--- src/rtl/trace_arbiter.sv ---
`timescale 1ns/1ps
// trace_arbiter: round-robin arbiter sharing one registered trace FIFO write stage among num_src_p sources.
// Defining TRACE_ARB_PRIO_EN gives source 0 strict priority over a round-robin among sources 1..N-1.
module trace_arbiter #(
  parameter int num_src_p    = 4,
  parameter int data_width_p = 5,
  parameter int id_width_p   = $clog2(num_src_p)
) (
  input  logic                              clk,
  input  logic                              rst,
  input  logic                              trace_en,
  input  logic [num_src_p-1:0]              src_en,
  input  logic [num_src_p*data_width_p-1:0] in_data,
  input  logic [num_src_p-1:0]              in_valid,
  output logic [num_src_p-1:0]              in_ready,
  output logic [data_width_p-1:0]           fifo_data,
  output logic [id_width_p-1:0]             fifo_id,
  output logic                              fifo_valid,
  input  logic                              fifo_ready
);

  localparam logic [id_width_p:0]   num_src_w_lp = (id_width_p+1)'(num_src_p);
  localparam logic [id_width_p:0]   num_m1_w_lp  = (id_width_p+1)'(num_src_p - 1);
  localparam logic [id_width_p-1:0] last_idx_lp  = id_width_p'(num_src_p - 1);

  logic                    load_s;
  logic                    found_s;
  logic                    hit_s;
  logic                    grant_s;
  logic [num_src_p-1:0]    elig_s;
  logic [id_width_p:0]     cand_s;
  logic [id_width_p-1:0]   start_s;
  logic [id_width_p-1:0]   grant_idx_s;
  logic [id_width_p-1:0]   rr_next_s;
  logic [id_width_p-1:0]   rr_ptr_r;
  logic [data_width_p-1:0] grant_word_s;

  // Grant search: first eligible source at or after rr_ptr_r, wrapping.
  always_comb begin
    load_s      = !fifo_valid || fifo_ready;
    elig_s      = in_valid & src_en & {num_src_p{trace_en}};
    found_s     = 1'b0;
    hit_s       = 1'b0;
    grant_idx_s = '0;
    cand_s      = '0;
`ifdef TRACE_ARB_PRIO_EN
    // Pointer is confined to 1..N-1; the reset value 0 behaves as 1.
    start_s = (rr_ptr_r == '0) ? id_width_p'(1) : rr_ptr_r;
    for (int k = 0; k < num_src_p - 1; k++) begin
      cand_s      = {1'b0, start_s} + (id_width_p+1)'(k);
      cand_s      = (cand_s >= num_src_w_lp) ? cand_s - num_m1_w_lp : cand_s;
      hit_s       = !found_s && elig_s[cand_s[id_width_p-1:0]];
      grant_idx_s = hit_s ? cand_s[id_width_p-1:0] : grant_idx_s;
      found_s     = found_s || hit_s;
    end
    grant_idx_s = elig_s[0] ? '0 : grant_idx_s;
    found_s     = found_s || elig_s[0];
    rr_next_s   = elig_s[0] ? rr_ptr_r :
                  (grant_idx_s == last_idx_lp) ? id_width_p'(1) : grant_idx_s + id_width_p'(1);
`else
    start_s = rr_ptr_r;
    for (int k = 0; k < num_src_p; k++) begin
      cand_s      = {1'b0, start_s} + (id_width_p+1)'(k);
      cand_s      = (cand_s >= num_src_w_lp) ? cand_s - num_src_w_lp : cand_s;
      hit_s       = !found_s && elig_s[cand_s[id_width_p-1:0]];
      grant_idx_s = hit_s ? cand_s[id_width_p-1:0] : grant_idx_s;
      found_s     = found_s || hit_s;
    end
    rr_next_s = (grant_idx_s == last_idx_lp) ? '0 : grant_idx_s + id_width_p'(1);
`endif
    grant_s = load_s && found_s && !rst;
  end

  // One-hot ready and word mux for the granted source.
  always_comb begin
    grant_word_s = '0;
    in_ready     = '0;
    for (int i = 0; i < num_src_p; i++) begin
      in_ready[i]  = grant_s && (grant_idx_s == id_width_p'(i));
      grant_word_s = (grant_idx_s == id_width_p'(i)) ? in_data[i*data_width_p +: data_width_p]
                                                      : grant_word_s;
    end
  end

  // Output stage and round-robin pointer.
  always_ff @(posedge clk) begin
    if (rst) begin
      fifo_valid <= 1'b0;
      fifo_data  <= '0;
      fifo_id    <= '0;
      rr_ptr_r   <= '0;
    end else if (grant_s) begin
      fifo_valid <= 1'b1;
      fifo_data  <= grant_word_s;
      fifo_id    <= grant_idx_s;
      rr_ptr_r   <= rr_next_s;
    end else if (fifo_ready) begin
      fifo_valid <= 1'b0;
    end else begin
      fifo_valid <= fifo_valid;
    end
  end

endmodule

--- config.mk ---
export PLATFORM = sky130hd
export DESIGN_NAME = trace_arbiter
export DESIGN_NICKNAME = d
export VERILOG_FILES = /design/src/rtl/trace_arbiter.sv
export SDC_FILE = /design/constraint.sdc
export NUM_CORES = 1
export LEC_CHECK = 0
export ABC_AREA = 1
export CORE_UTILIZATION = 38
export DETAILED_ROUTE_END_ITERATION = 10
export PLACE_DENSITY_LB_ADDON = 0.12
export SLEW_MARGIN = 30
export SYNTH_ARGS = -nofsm -noshare
export SYNTH_HDL_FRONTEND = slang
export SYNTH_SLANG_ARGS = --single-unit
--- constraint.sdc ---
create_clock -name clk -period 2.12 [get_ports clk]
set_input_delay 0.424 -clock clk [delete_from_list [all_inputs] [get_ports clk]]
set_output_delay 0.424 -clock clk [all_outputs]
set_load 0.01 [all_outputs]
==> impl_metrics.py, run 1 <==
metrics = {
    "outcome": {
        "status": "finished, violations left",
        "violations": "setup timing",
    },
    "floorplanning": {
        "die_x_um": 53.20,
        "initial_core_util": 0.4020,
        "std_cell_rows": 18,
        "pin_count": 44,
        "coreArea_sq_um": 2477,
        "dieArea_sq_um": 2830,
        "fp.dieH_um": 53.20,
    },
    "global_routing": {
        "grt_pass1_vias": 1083,
        "grt-ovfl-total": 0,
        "use_met3": 0.008621,
        "antenna_found_initial": 0,
        "grt_pass1_wl_um": 4540,
        "grt_max_degree": 11,
        "met1_usage": 0.2831,
        "grt_usage": 0.2170,
        "grt.busiest_layer": "met2",
        "globalRouteMet2Util": 0.3608,
    },
    "synthesis": {
        "synth_edf_count": 0,
        "yosysTopAreaCell": "dfxtp_1",
        "synth.net_count": 195,
        "netlist_instances": 159,
        "synth_common_cells": "nand2_1 (45), nand3_1 (27), nand2_2 (11), o21ai_0 (11)",
        "syn_area_per_cell_sq_um": 6.264,
        "synthArstFlopShare": 0,
        "ys_types": 20,
        "synthTopCellsByArea": "dfxtp_1 (20%), nand2_1 (17%), nand3_1 (14%)",
        "yosysTopAreaCellShare": 0.2010,
        "synth_area_sq_um": 996.0,
        "yosys_warnings": 0,
        "synthMostInstantiatedCell": "nand2_1",
        "synthFlopType": "dfxtp_1",
        "ys_ff_latch": 10,
        "ys_seq_area_frac": 0.2010,
    },
    "route": {
        "ant_nets": 0,
        "drt_iter0_markers": 31,
        "vias": 1273,
        "drc": 0,
        "wire_per_inst_um": 11.34,
        "via_per_inst": 4.953,
        "drtPass1Iterations": 4,
        "drt-total-wl_um": 2914,
    },
    "final_layout": {
        "n_fill_cell": 228,
        "areaGrowthSynthToFinish_pct": 75.88,
        "final_nets": 264,
        "diodes": 0,
        "drive_gt1_frac": 0.3789,
        "stdcell_count": 257,
    },
    "clock_network": {
        "cts_buffers": 3,
        "cts_buffer_depth": 2,
        "cts_tree": "done",
        "clockRootBuffer": "clkbuf_4",
        "hold_buffers": 0,
        "worstSkewPairLatency_ns": 0.27,
        "htreeDepth": 1,
        "path_clk_slew_ns": 0.07,
        "clock_sinks": 10,
    },
    "placement": {
        "pre_cts_ws_ns": -1.019,
        "gp_congestion": 0.8419,
        "dp_cells": 250,
        "hpwl_um": 2289,
        "io_buffers": 43,
    },
    "timing": {
        "fin_skew_ns": 0.001300,
        "rsz0062_at_grt": "yes",
        "min_period_ns": 2.467,
        "hold_slack_ns": 0.4654,
        "post-route-period-util": 1.164,
        "fmax_mhz": 405.3,
        "setup_viol": 9,
        "fin_ws_ns": -0.3470,
        "drv_slew": 0,
        "final.setup.tns_ns": -1.871,
        "worst_pin_slew_ns": 0.2606,
        "relSlewSlack": 0.8256,
        "hold_viol": 0,
    },
    "worst_setup_path": {
        "worst_setup_path_end_kind": "output port",
        "worstPathArrival_ns": 2.04,
        "reg2reg_depth": 18,
        "reg2reg_to": "fifo_data[1]",
        "startpoint": "rr_ptr_r[0]",
        "startpoint_type": "flip-flop",
        "worstSetupPathType": "flip-flop to output port",
        "r2r-start": "rr_ptr_r[0]",
        "critPathCapture": "in_ready[1]",
        "critical_path.max_fanout": 9,
        "required_ns": 1.70,
        "reg2reg_setup_slack_ns": -0.13,
    },
    "min_path": {
        "worstHoldPathCells": 2,
        "hp-class": "flip-flop to flip-flop",
    },
    "pwr": {
        "power_density_nw_per_um2": 1415,
        "vdd_drop_max_uv": 1046,
        "p_leak_uw": 0.0008247,
    },
    "flow_run": {
        "drv_cap": 0,
    },
}
==> registers in the layout, indices dropped and copies added, names as in the netlist <==
register,count
fifo_id,2
fifo_valid,1
rr_ptr_r,2
fifo_data,5
==> cell usage in the layout, fill, tap and decap left out <==
cell type	synthesis	layout
nand2_1	45	42
clkdlybuf4s50_1	0	30
nand3_1	27	25
buf_4	0	23
nand2_2	11	13
nand4_1	10	10
dfxtp_1	10	8
dlygate4sd2_1	0	8
o21ai_1	0	7
nand3_2	4	6
a21oi_2	1	6
inv_2	2	5
inv_1	10	5
nor2_4	2	4
nor2_1	7	4
buf_2	0	4
nand2_4	2	3
o21ai_2	0	3
ha_4	0	3
clkbuf_4	0	3
buf_6	4	3
inv_4	1	2
nor2_2	1	2
inv_6	0	1
clkinv_1	1	1
o21ai_0	11	1
ha_2	0	1
clkbuf_8	0	1
clkdlybuf4s15_2	0	1
dfxtp_4	0	1
dfxtp_2	0	1
==> routing by layer <==
metal  share of wire  up-vias
met5               0        -
met4           0.016        0
met3           0.034        5
met2            0.49       37
met1            0.46      564
li1                -      667
==> report_power, final <==
group,total [uW],switching (uW),internal [uW],leakage (uW)
logic,1990,1070,925,0.000720
registers,309,48.6,261,0.0000836
clock network,176,71.5,105,0.0000210
==> what timing repair did <==
item                                    in CTS  in global routing
cloned                                       1                  0
gates resized for setup                     55                 17
pin swaps                                   11                 18
buffers inserted                             2                  2
endpoints found under the setup margin       9                  9
==> final cells by class <==
cell class / instances / area (sq um) / area share
Multi-Input combinational cell: 130 / 802.0 / 0.4579
Timing Repair Buffer: 69 / 608.1 / 0.3471
Sequential cell: 10 / 205.2 / 0.1171
Inverter: 14 / 62.56 / 0.03571
Tap cell: 30 / 37.54 / 0.02143
Clock buffer: 4 / 36.28 / 0.02071
==> logic make-up after synthesis <==
group                      Yosys count  synth area share
AOI/OAI and AO/OA                   17           0.08919
adders and majority gates            4           0.05025
buffers and inverters               19            0.1043
DFF                                 10            0.2010
and+or+nand+nor                    109            0.5553
==> stage by stage <==
stage            util  area, sq um  power, uW
6_report       0.7071         1752       2478
3_3_place_gp   0.6480         1605       1961
5_1_grt        0.7071         1752       2711
3_5_place_dp   0.6480         1605       2004
4_1_cts        0.6783         1680       2309
2_1_floorplan       -         1017       1348
==> how the worst min path moves through the flow <==
stage / startpoint / end / slack, ns
2_1_floorplan: fifo_data[0] / fifo_data[0] / 0.49
4_1_cts: fifo_data[4] / fifo_data[4] / 0.47
3_3_place_gp: fifo_data[4] / fifo_data[4] / 0.45
5_1_grt: fifo_data[1] / fifo_data[1] / 0.48
6_report: fifo_data[1] / fifo_data[1] / 0.47
3_5_place_dp: fifo_data[4] / fifo_data[4] / 0.46
==> worst max-delay path, cell delays in order, from the launching register on <==
cell and delay [ns]:
dfxtp_4 0.37, inv_6 0.08, nand4_1 0.17, buf_4 0.19, nand2_1 0.09, nand2_1 0.07
nand2_2 0.08, nor2_4 0.03, nand4_1 0.10, nand2_4 0.10, inv_4 0.09, ha_4 0.13
inv_1 0.04, nor2_1 0.09, buf_2 0.13
(Power assumes the default switching activity.)
==> run 2: changes to the inputs <==
Settings changed: CORE_ASPECT_RATIO set to 0.7.
==> run 2 against run 1 <==
Net effect: the flow still finishes with violations (setup timing); power is 0.68% higher; sequential share of layout area decreased by 0.091 points; sequential cell count did not move; design area up 0.79%; wire length rose by 1.2%; maximum frequency increased by 2.9%; largest cell class unchanged; count of clock-buffer cells in the layout fell by 1; first-iteration DRC count is 65% higher; sequential power about the same; global-route usage increased by 0.075 points; cell count rose by 1.9%.
==> impl_metrics.py, run 2 (same netlist as run 1, synthesis figures left out) <==
metrics = {
    "floorplanning": {
        "die_x_um": 63.19,
        "pin_count": 44,
        "std_cell_rows": 15,
        "initial_core_util": 0.4020,
        "coreArea_sq_um": 2477,
        "fp.dieH_um": 44.83,
        "dieArea_sq_um": 2833,
    },
    "global_routing": {
        "globalRouteMet2Util": 0.3548,
        "grt_usage": 0.2178,
        "grt_pass1_wl_um": 4885,
        "met1_usage": 0.3119,
        "grt_pass1_vias": 1143,
        "grt_max_degree": 11,
        "grt.busiest_layer": "met2",
        "use_met3": 0.01768,
        "antenna_found_initial": 0,
        "grt-ovfl-total": 0,
    },
    "route": {
        "vias": 1322,
        "ant_nets": 0,
        "drc": 0,
        "drt-total-wl_um": 2948,
        "drt_iter0_markers": 51,
        "via_per_inst": 5.046,
        "drtPass1Iterations": 4,
        "wire_per_inst_um": 11.25,
    },
    "timing": {
        "hold_viol": 0,
        "worst_pin_slew_ns": 0.2749,
        "post-route-period-util": 1.131,
        "relSlewSlack": 0.8161,
        "fin_ws_ns": -0.2783,
        "drv_slew": 0,
        "min_period_ns": 2.398,
        "rsz0062_at_grt": "yes",
        "setup_viol": 9,
        "fin_skew_ns": 0.003596,
        "fmax_mhz": 417.0,
        "final.setup.tns_ns": -1.405,
        "hold_slack_ns": 0.4660,
    },
    "clock_network": {
        "cts_tree": "done",
        "clock_sinks": 10,
        "worstSkewPairLatency_ns": 0.23,
        "cts_buffers": 3,
        "htreeDepth": 1,
        "clockRootBuffer": "clkbuf_8",
        "cts_buffer_depth": 2,
        "path_clk_slew_ns": 0.04,
    },
    "worst_setup_path": {
        "worstPathArrival_ns": 1.97,
        "startpoint_type": "flip-flop",
        "worst_setup_path_end_kind": "output port",
        "required_ns": 1.70,
        "critical_path.max_fanout": 8,
        "worstSetupPathType": "flip-flop to output port",
    },
    "final_layout": {
        "diodes": 0,
        "layout_common_cells": "nand2_1 (44), clkdlybuf4s50_1 (30), nand3_1 (26)",
        "drive_gt1_frac": 0.3640,
        "regMostFlops": "fifo_data",
        "largest_reg_flops": 5,
        "final_nets": 266,
        "areaGrowthSynthToFinish_pct": 77.26,
        "largestRegisters": "fifo_data: 5 flops, fifo_id: 2 flops, rr_ptr_r: 2 flops",
        "mostFrequentLayoutCell": "nand2_1",
    },
    "pwr": {
        "power_density_nw_per_um2": 1413,
        "p_switching_uw": 1156,
        "clkPwrFrac": 0.076,
        "vdd_drop_max_uv": 1163,
        "share_comb_of_total_power": 0.801,
        "internal-power_uw": 1339,
        "p_leak_uw": 0.0008422,
        "swShare": 0.4632,
        "pwr-share-seq": 0.123,
    },
    "flow_run": {
        "drv_cap": 0,
    },
    "placement": {
        "io_buffers": 43,
        "hpwl_um": 2352,
        "gp_congestion": 0.9331,
    },
    "outcome": {
        "status": "finished, violations left",
        "violations": "setup timing",
    },
    "min_path": {
        "hp-class": "flip-flop to flip-flop",
    },
}
run 2: cell count changes in the layout (fill, tap and decap cells not counted), moves of 2 or more:
cell / previous run / this run
clkbuf_8: 1 / 3
o21ai_2: 3 / 1
clkbuf_4: 3 / 0
nand2_1: 42 / 44
o21ai_1: 7 / 9
run 2: worst paths after layout:
| kind | from | to | slack, ns | cells after the start |
|---|---|---|---|---|
| worst max-delay path | rr_ptr_r[0] | in_ready[2] | -0.28 | 14 |
| worst min-delay path | fifo_data[4] | fifo_data[4] | 0.47 | 2 |
| worst max register to register | rr_ptr_r[0] | fifo_data[1] | -0.11 | 18 |
| worst min register to register | fifo_data[4] | fifo_data[4] | 0.47 | 2 |
run 2: layout make-up:
class / instances / area [sq um]
inverters: 14 / 60.06
well taps: 34 / 42.54
repair buffers: 71 / 651.9
flip-flops and latches: 10 / 205.2
clock buffers: 3 / 41.29
multi-input cells: 130 / 764.5
fillers: 232 / 711.9
run 2: worst max-delay path: stages, from the launching register on:
cell     delay (ns)
dfxtp_4        0.37
buf_6          0.13
nand4_1        0.14
nand3_1        0.13
nand2_2        0.08
nand2_2        0.09
nand2_1        0.05
nand2_1        0.06
nand2_2        0.07
nor2_4         0.15
inv_2          0.08
ha_4           0.18
inv_4          0.05
nor2_2         0.03
buf_2          0.13
run 2: metrics by stage:
stage / power, uW / worst slack, ns / util / std cells / area, sq um
2_1_floorplan: 1348 / -0.003859 / - / 159 / 1017
3_3_place_gp: 1959 / -0.9811 / 0.6520 / 253 / 1615
3_5_place_dp: 1998 / -1.022 / 0.6520 / 253 / 1615
4_1_cts: 2436 / -0.2765 / 0.7015 / 261 / 1738
5_1_grt: 2721 / -0.3731 / 0.7126 / 262 / 1765
6_report: 2495 / -0.2783 / 0.7126 / 262 / 1765
run 2: routing by layer:
| layer | vias up | routed length [um] |
|---|---|---|
| li1 | 672 | - |
| met1 | 592 | 1441 |
| met2 | 55 | 1270 |
| met3 | 3 | 209 |
| met4 | 0 | 26 |
| met5 | - | 0 |
run 2: power by group through the flow:
| stage | clock, uW | sequential (uW) | combinational, uW |
|---|---|---|---|
| final | 189 | 307 | 2000 |
| after global routing | 201 | 316 | 2210 |
| after CTS | 195 | 304 | 1940 |
| after detailed placement | 0 | 301 | 1700 |
| after global placement | 0 | 299 | 1660 |
| after floorplan | 0 | 314 | 1030 |
run 2: what timing repair did:
action                     in CTS  in global routing
setup endpoints to repair       9                  9
hold buffers                    0                  0
gates resized for setup        59                  7
pin swaps                      20                  6
setup buffers                   4                  1
cloned                          1                  0
==> run 3: changes to the inputs <==
Settings changed: SLEW_MARGIN 30 to 20.
==> results of run 3 <==
Final layout, timing and power as in run 2 (identical DEF).
